<file path="src/rtl/ram_arbiter_if.sv">
// ram_arbiter_if
//   Bundles the pipeline cache ports and the RAM model port of the single-port
//   RAM arbiter.
//   slave  : arbiter view (requests and RAM response in, grants/data/stalls out)
//   master : environment view (pipeline requesters plus the RAM model)
//   I-side  : iREN, iaddr -> iload, iwait
//   D-side  : dREN, dWEN, daddr, dstore -> dload, dwait
//   RAM     : ramREN, ramWEN, ramaddr, ramstore -> ramload, ramstate
//   ramstate encoding: 0 FREE, 1 BUSY, 2 ACCESS, 3 ERROR
interface ram_arbiter_if #(
    parameter int ADDR_W = 32,
    parameter int DATA_W = 32
) ();
    logic              iREN;
    logic [ADDR_W-1:0] iaddr;
    logic [DATA_W-1:0] iload;
    logic              iwait;

    logic              dREN;
    logic              dWEN;
    logic [ADDR_W-1:0] daddr;
    logic [DATA_W-1:0] dstore;
    logic [DATA_W-1:0] dload;
    logic              dwait;

    logic              ramREN;
    logic              ramWEN;
    logic [ADDR_W-1:0] ramaddr;
    logic [DATA_W-1:0] ramstore;
    logic [DATA_W-1:0] ramload;
    logic [1:0]        ramstate;

    modport slave (
        input  iREN, iaddr, dREN, dWEN, daddr, dstore, ramload, ramstate,
        output iload, iwait, dload, dwait, ramREN, ramWEN, ramaddr, ramstore
    );

    modport master (
        output iREN, iaddr, dREN, dWEN, daddr, dstore, ramload, ramstate,
        input  iload, iwait, dload, dwait, ramREN, ramWEN, ramaddr, ramstore
    );
endinterface

</file>
<file path="src/rtl/ram_arbiter.sv">
// ram_arbiter
//   Shares one single-port RAM between the fetch stage (I-side) and the MEM
//   stage (D-side). Registered grant FSM, D-side wins by default; each side
//   sees a stall (iwait/dwait) until its transfer completes.
//   Ports:
//     clk_i     : clock, rising edge
//     rst_i     : synchronous active-high reset
//     bus       : ram_arbiter_if.slave (requesters and RAM model)
//     arb_err_o : sticky error flag (RAM ERROR or grant timeout), cleared by reset
//   Optional feature: define RAM_ARB_STARVE_EN to let the I-side in after
//   MAX_DGRANTS consecutive D-completions while iREN is pending.
//
//   state | meaning
//   ------+--------------------------------------------------
//   IDLE  | no grant, RAM outputs 0, picks next requester
//   IGNT  | I-side owns the RAM, waiting for ACCESS
//   DGNT  | D-side owns the RAM, waiting for ACCESS
module ram_arbiter #(
    parameter int ADDR_W      = 32,
    parameter int DATA_W      = 32,
    parameter int TIMEOUT     = 255,
    parameter int MAX_DGRANTS = 4
) (
    input  logic          clk_i,
    input  logic          rst_i,
    ram_arbiter_if.slave  bus,
    output logic          arb_err_o
);
    localparam logic [1:0] RS_ACCESS = 2'd2;
    localparam logic [1:0] RS_ERROR  = 2'd3;
    localparam int TMO_W = (TIMEOUT < 2) ? 1 : $clog2(TIMEOUT + 1);
    localparam logic [ADDR_W-1:0] ADDR_ZERO = '0;
    localparam logic [DATA_W-1:0] DATA_ZERO = '0;

    typedef enum logic [1:0] {IDLE, IGNT, DGNT} state_t;

    state_t           state_q, state_d;
    logic [TMO_W-1:0] tmo_q, tmo_d;
    logic             err_q, err_d;
    logic             d_req;
    logic             tmo_hit;
    logic             starve_full;

    assign d_req     = bus.dREN | bus.dWEN;
    assign tmo_hit   = (tmo_q == TMO_W'(TIMEOUT));
    assign arb_err_o = err_q;

    always_comb begin
        state_d      = state_q;
        tmo_d        = '0;
        err_d        = err_q;
        bus.ramREN   = 1'b0;
        bus.ramWEN   = 1'b0;
        bus.ramaddr  = ADDR_ZERO;
        bus.ramstore = DATA_ZERO;
        bus.iload    = DATA_ZERO;
        bus.dload    = DATA_ZERO;
        bus.iwait    = bus.iREN;
        bus.dwait    = d_req;

        unique case (state_q)
            IDLE: begin
                if (d_req && !(starve_full && bus.iREN)) state_d = DGNT;
                else if (bus.iREN)                      state_d = IGNT;
            end
            DGNT: begin
                bus.ramaddr  = bus.daddr;
                bus.ramstore = bus.dstore;
                bus.ramWEN   = bus.dWEN;
                bus.ramREN   = bus.dREN & ~bus.dWEN;
                if (!d_req) begin
                    // requester withdrew: abandon without completion
                    state_d = IDLE;
                end else if (bus.ramstate == RS_ACCESS) begin
                    bus.dwait = 1'b0;
                    bus.dload = bus.ramload;
                    state_d   = IDLE;
                end else if (bus.ramstate == RS_ERROR || tmo_hit) begin
                    bus.dwait = 1'b0;
                    err_d     = 1'b1;
                    state_d   = IDLE;
                end else begin
                    tmo_d = tmo_q + 1'b1;
                end
            end
            IGNT: begin
                bus.ramaddr = bus.iaddr;
                bus.ramREN  = 1'b1;
                if (!bus.iREN) begin
                    state_d = IDLE;
                end else if (bus.ramstate == RS_ACCESS) begin
                    bus.iwait = 1'b0;
                    bus.iload = bus.ramload;
                    state_d   = IDLE;
                end else if (bus.ramstate == RS_ERROR || tmo_hit) begin
                    bus.iwait = 1'b0;
                    err_d     = 1'b1;
                    state_d   = IDLE;
                end else begin
                    tmo_d = tmo_q + 1'b1;
                end
            end
            default: state_d = IDLE;
        endcase

        // reset overrides everything the FSM would drive this cycle
        if (rst_i) begin
            bus.ramREN   = 1'b0;
            bus.ramWEN   = 1'b0;
            bus.ramaddr  = ADDR_ZERO;
            bus.ramstore = DATA_ZERO;
            bus.iload    = DATA_ZERO;
            bus.dload    = DATA_ZERO;
            bus.iwait    = bus.iREN;
            bus.dwait    = d_req;
        end
    end

    always_ff @(posedge clk_i) begin
        if (rst_i) begin
            state_q <= IDLE;
            tmo_q   <= '0;
            err_q   <= 1'b0;
        end else begin
            state_q <= state_d;
            tmo_q   <= tmo_d;
            err_q   <= err_d;
        end
    end

`ifdef RAM_ARB_STARVE_EN
    localparam int SC_W = (MAX_DGRANTS < 2) ? 1 : $clog2(MAX_DGRANTS + 1);

    logic [SC_W-1:0] starve_q, starve_d;
    logic            d_done;

    // a D completion is the only DGNT cycle with dwait low while requesting
    assign d_done      = (state_q == DGNT) && d_req && !bus.dwait;
    assign starve_full = (starve_q == SC_W'(MAX_DGRANTS));

    always_comb begin
        starve_d = starve_q;
        if (!bus.iREN || state_q == IGNT) starve_d = '0;
        else if (d_done && !starve_full)  starve_d = starve_q + 1'b1;
    end

    always_ff @(posedge clk_i) begin
        if (rst_i) starve_q <= '0;
        else       starve_q <= starve_d;
    end
`else
    // strict D priority; MAX_DGRANTS only matters with the guard compiled in
    assign starve_full = (MAX_DGRANTS < 0);
`endif

endmodule

</file>
<file path="src/flat_wrapper.sv">
// flat-port wrapper written by rule: the top's interface ports become plain ports
module ram_arbiter_flat 
#(
    parameter int ADDR_W      = 32,
    parameter int DATA_W      = 32,
    parameter int TIMEOUT     = 255,
    parameter int MAX_DGRANTS = 4
)
  (clk_i, rst_i, arb_err_o, bus_iREN, bus_iaddr, bus_dREN, bus_dWEN, bus_daddr, bus_dstore, bus_ramload, bus_ramstate, bus_iload, bus_iwait, bus_dload, bus_dwait, bus_ramREN, bus_ramWEN, bus_ramaddr, bus_ramstore);
  ram_arbiter_if #(.ADDR_W(ADDR_W), .DATA_W(DATA_W)) bus_i ();
  input  logic clk_i;
  input  logic rst_i;
  output logic arb_err_o;
  input wire logic [$bits(bus_i.iREN)-1:0] bus_iREN;
  input wire logic [$bits(bus_i.iaddr)-1:0] bus_iaddr;
  input wire logic [$bits(bus_i.dREN)-1:0] bus_dREN;
  input wire logic [$bits(bus_i.dWEN)-1:0] bus_dWEN;
  input wire logic [$bits(bus_i.daddr)-1:0] bus_daddr;
  input wire logic [$bits(bus_i.dstore)-1:0] bus_dstore;
  input wire logic [$bits(bus_i.ramload)-1:0] bus_ramload;
  input wire logic [$bits(bus_i.ramstate)-1:0] bus_ramstate;
  output wire logic [$bits(bus_i.iload)-1:0] bus_iload;
  output wire logic [$bits(bus_i.iwait)-1:0] bus_iwait;
  output wire logic [$bits(bus_i.dload)-1:0] bus_dload;
  output wire logic [$bits(bus_i.dwait)-1:0] bus_dwait;
  output wire logic [$bits(bus_i.ramREN)-1:0] bus_ramREN;
  output wire logic [$bits(bus_i.ramWEN)-1:0] bus_ramWEN;
  output wire logic [$bits(bus_i.ramaddr)-1:0] bus_ramaddr;
  output wire logic [$bits(bus_i.ramstore)-1:0] bus_ramstore;
  assign bus_i.iREN = bus_iREN;
  assign bus_i.iaddr = bus_iaddr;
  assign bus_i.dREN = bus_dREN;
  assign bus_i.dWEN = bus_dWEN;
  assign bus_i.daddr = bus_daddr;
  assign bus_i.dstore = bus_dstore;
  assign bus_i.ramload = bus_ramload;
  assign bus_i.ramstate = bus_ramstate;
  assign bus_iload = bus_i.iload;
  assign bus_iwait = bus_i.iwait;
  assign bus_dload = bus_i.dload;
  assign bus_dwait = bus_i.dwait;
  assign bus_ramREN = bus_i.ramREN;
  assign bus_ramWEN = bus_i.ramWEN;
  assign bus_ramaddr = bus_i.ramaddr;
  assign bus_ramstore = bus_i.ramstore;
  ram_arbiter #(.ADDR_W(ADDR_W), .DATA_W(DATA_W), .TIMEOUT(TIMEOUT), .MAX_DGRANTS(MAX_DGRANTS)) u_core (.clk_i(clk_i), .rst_i(rst_i), .bus(bus_i), .arb_err_o(arb_err_o));
endmodule
</file>
<file path="config.mk">
export PLATFORM = sky130hd
export DESIGN_NAME = ram_arbiter_flat
export DESIGN_NICKNAME = d
export VERILOG_FILES = /design/src/rtl/ram_arbiter_if.sv /design/src/rtl/ram_arbiter.sv /design/src/flat_wrapper.sv
export SDC_FILE = /design/constraint.sdc
export NUM_CORES = 1
export LEC_CHECK = 0
export CORE_AREA = 2 2 103 105
export DETAILED_ROUTE_END_ITERATION = 6
export DIE_AREA = 0 0 105 107
export GPL_ROUTABILITY_DRIVEN = 0
export HOLD_SLACK_MARGIN = 0.12
export PLACE_DENSITY = 0.67
export SETUP_SLACK_MARGIN = 0.02
export SLEW_MARGIN = 25
export SYNTH_ARGS = -nofsm -noshare
export SYNTH_HDL_FRONTEND = slang
export SYNTH_SLANG_ARGS = --single-unit
export TNS_END_PERCENT = 100
</file>
<file path="constraint.sdc">
create_clock -name clk_i -period 4.8 [get_ports clk_i]
set_input_delay 0.96 -clock clk_i [delete_from_list [all_inputs] [get_ports clk_i]]
set_output_delay 0.96 -clock clk_i [all_outputs]
set_load 0.1 [all_outputs]
</file>
Yosys cells after proc, flatten, opt, wreduce, memory -nomap -nowiden
Cells that the tools add are included.

cells by class
  muxes and demuxes = 40
  bitwise operators = 3
  equal/unequal tests = 8
  add/subtract/negate cells = 1
  reduce and logical (&&, ||, !) cells = 4

operators with widths
  kind                                                   number
  2-to-1 mux 32 bit                                      10
  case mux 32 bit (2 select lines)                       1
  2-to-1 mux 8 bit                                       4
  case mux 8 bit (2 select lines)                        1
  2-to-1 mux 1 bit                                       15
  2-to-1 mux 2 bit                                       6
  adder 8 x 1 -> 8 bit, second input constant            1
  == test 8 bit, second input constant                   1
  == test 2 bit, second input constant                   3
  case mux 2 bit (3 select lines)                        1
  case mux 1 bit (2 select lines)                        2
  inequality test 3 x 2 -> 1 bit, second input constant  1
  AND reduction 3 bit                                    1
  == test 2 x 1 -> 1 bit, second input constant          1
  zero test 2 bit                                        1
  inequality test 2 x 1 -> 1 bit, second input constant  1
  inequality test 2 bit, second input constant           1
  nonzero test 2 bit                                     1
  AND 1 bit                                              1
  logical OR 1 bit                                       1
  NOT 1 bit                                              1
  bitwise OR 1 bit                                       1

word-level totals
  bits in registers = 11
  word-level logic and storage cells = 59
  bits of input ports = 135

Logic depth before layout (Yosys ltp)
  depth in word-level cells = 7
  gate-level depth with buffers = 7

Worst setup path after synthesis
Ideal clock, no wire load.

  kind = input port to output port
  start point = input port bus_ramstate[1]
  end point = output port bus_iwait
  arrival = 2870 ps
  required time = 3840 ps
  stages on the path = 3
  path slack = 970 ps
  path through = o21bai_1 -> buf_4 -> a31oi_1

on the way
  longest elaborated chain between the ends = 7
  elaborated cells on any way between the ends = 8

RTL lines
  item                  line                source
  from (decl)           flat_wrapper.sv:21  input wire logic [$bits(bus_i.ramstate)-1:0] bus_ramstate;
  == test 2 bit         ram_arbiter.sv:95   end else if (bus.ramstate == RS_ERROR || tmo_hit) begin
  logical OR 1 bit      ram_arbiter.sv:95
  2-to-1 mux 1 bit      ram_arbiter.sv:95
  2-to-1 mux 1 bit (*)  --
  2-to-1 mux 1 bit (*)  ram_arbiter.sv:89   if (!bus.iREN) begin
  2-to-1 mux 1 bit (*)  ram_arbiter.sv:61   unique case (state_q)
  2-to-1 mux 1 bit (*)  ram_arbiter.sv:107  if (rst_i) begin
  to (decl)             flat_wrapper.sv:23  output wire logic [$bits(bus_i.iwait)-1:0] bus_iwait;

Every way passes the cells marked *; elsewhere a longest branch is shown, timed or not.

Worst setup path in the final report
  start point = input port rst_i
  end point = output port bus_iload[5]

on the way
  longest elaborated chain between the ends = 1

RTL lines
  item               line                source
  from (decl)        flat_wrapper.sv:12  input logic rst_i;
  2-to-1 mux 32 bit  ram_arbiter.sv:107
  to (decl)          flat_wrapper.sv:22  output wire logic [$bits(bus_i.iload)-1:0] bus_iload;

No other way between the ends.

==> results.md <==
* Hold Path Class: flop to flop
* Grt total ovfl at 0
* Clk_skew at 0.00531 ns
* Ant diodes at 0
* Post-synthesis sequential area ratio at 12.7%
* P_leak at 2.17 nW
* Final Max Tran Viols at 0
* Cells after Synth at 267
* EDFF count, synth at 0
* Status: finished clean
* Max VDD drop at 90.1 uV
* Syn_nets at 407
* Most frequent cell after synthesis: and3_1
* Iter 0 DRT Violations at 152
* Final hold violations at 0
* WL final at 9220 um
* Clock latency on the worst-skew pair at 0.24 ns
* CTS resizes at 0
* Initial Util at 17.2%
* Die Area at 0.0112 sq mm
* Share of the synthesized area in the top cell type at 23.4%
* Top post-synthesis cells by count: 65 x and3_1, 36 x nor2_1, 34 x and2_1
* Setup WS post-layout at 0.931 ns
* Critical Path AT at 2.91 ns
* Fraction of layout cells with a size suffix above 1 at 28.2%
* Area delta synth->final at 165%
* CTS tree: yes
* Achievable frequency at 0.258 GHz
* Vias at 2943
* CP Launch Type: input pin
* FILL cells at 987
* Initial antenna violation count at 0
* CTS root buffer: clkbuf_8
* Synth Register Bits at 11
* Number of global-route vias before repair at 2845
* Via/cell ratio at 4.53
* Synth unique cells at 37
* Yosys warns at 0
* Relative slew margins at 35.4%
* Post-synthesis cell area at 0.00174 sq mm
* PD cells at 135 mW/mm^2
* Top Ports at 268
* Pin count of the biggest net entering global routing at 66
* Clk sinks at 11
* Drt pass-1 iters at 4
* Worst slew pin tran at 0.965 ns
* DRT antenna net count at 0
* # Post-CTS Setup Buffers at 0
* Unrepaired setup endpoints after global routing: false
* Crit end category: output pin
* Nets at 655
* GRT Overall Usage at 15.1%
* Crit path max fanout at 32
* Wire length per cell at 14.2 um
* Total core area at 0.0101 sq mm
* Syn_area_per_cell at 6.52 sq um
* Worst-path clk slew at 0.05 ns
* Die Wd at 105 um
* Worst Path Required at 3.84 ns
* Post-CTS Hold Buffers at 0
* Standard-cell rows at 37
* Area after DPL at 0.00457 sq mm
* Top FF cell, synth: dfxtp_1
* H-tree levels at 1
* Async SR Flop Fraction at 0%
* Die H at 107 um
* CTS Buf Count at 3
* First-pass GRT wire length at 14200 um
* IO buf count at 267
* Tmin final at 3.87 ns
* TNS Setup at 0 ns
* Period utilization at 80.6%
* Clock Path Buffers at 2
* Cell taking the most area after synthesis: and3_1
* Pre-CTS setup slack at 0.965 ns
* Top cells by area, synth: and3_1 23%, a22oi_1 14%, dfxtp_1 13%, and2_1 12%, nor2_1 7.8%
* Final setup fails at 0
* Drc violations at 0
* Maximum Capacitance Violations at 0
* Detailed Place HPWL at 7660 um
* Fin area at 0.00461 sq mm
* Crit Path Class: input pin to output pin
[kinds of logic (layout without fill, tap and decap cells)]
kind of cell	count (synthesis)	in the layout	share of synthesized area (%)
AOI/OAI and AO/OA	50	50	21.2
adders and majority gates	5	5	3.59
buffers and inverters	36	283	8.63
DFF	11	11	12.7
xor gates and xnor gates	3	3	1.51
and+or+nand+nor	162	162	52.4
[worst paths after layout]
kind / start / slack (ns) / end / cells past startpoint
min reg2reg: u_core.arb_err_o / 0.48 / u_core.arb_err_o / 1
max: rst_i / 0.93 / bus_iload[5] / 5
max reg2reg: u_core.tmo_q[0] / 2.95 / u_core.state_q[0] / 4
min: u_core.arb_err_o / 0.48 / u_core.arb_err_o / 1
[stage by stage]
stage | std cells | total power, mW | hold WS (ns) | utilization, %
final | 650 | 0.621 | 0.479 | 45.7
after global routing | 650 | 0.647 | 0.501 | 45.7
after CTS | 650 | 0.626 | 0.486 | 45.7
after detailed placement | 646 | 0.533 | 0.472 | 45.3
after global placement | 646 | 0.530 | 0.467 | 45.3
after floorplan | 267 | 0.354 | 0.475 | -
[placed cells by master, fill, tap and decap left out, types with 2 or more instances in the layout]
cell / count
clkdlybuf4s50_1: 135
buf_4: 105
and3_1: 65
nor2_1: 36
and2_1: 34
a22oi_1: 33
buf_12: 32
dfxtp_1: 11
inv_1: 7
nand3_1: 5
nand2_1: 5
nor3_1: 5
ha_1: 5
o21ai_0: 4
or3_1: 3
clkbuf_8: 3
nand2b_1: 2
a31oi_1: 2
o31ai_1: 2
a211oi_1: 2
xor2_1: 2
[sequential cells by signal, summed over array words and instances, names as in the netlist]
signal / flops
u_core.state_q: 2
u_core.arb_err_o: 1
u_core.tmo_q: 8
[worst max-delay path: stages]
cell and delay (ns):
clkdlybuf4s50_1 0.50, inv_1 0.13, and3_1 0.73, and3_1 0.28, buf_4 0.30
[metal layers]
metal | GRT usage (%) | vias up | share of wire (%)
met3 | 2.80 | 8 | 8.6
li1 | - | 1445 | -
met2 | 28.6 | 170 | 50
met1 | 17.6 | 1320 | 40
met4 | 3.43 | 0 | 1.4
met5 | 0 | - | 0
[final cells by class]
type,instances,area [sq um],share of cell area [%]
inverter,7,26.3,0.569
multi-input combinational,220,1370,29.7
timing repair buffer,272,2780,60.2
sequential,11,220,4.77
tap,136,170,3.69
clock buffer,4,45.0,0.976
[power breakdown]
| group | switching, mW | internal [mW] | leakage (nW) |
|---|---|---|---|
| registers | 0.00220 | 0.0936 | 0.0891 |
| clock network | 0.0343 | 0.0583 | 0.0228 |
| logic | 0.269 | 0.164 | 2.06 |
No activity file was read; power rests on OpenSTA's default activity.
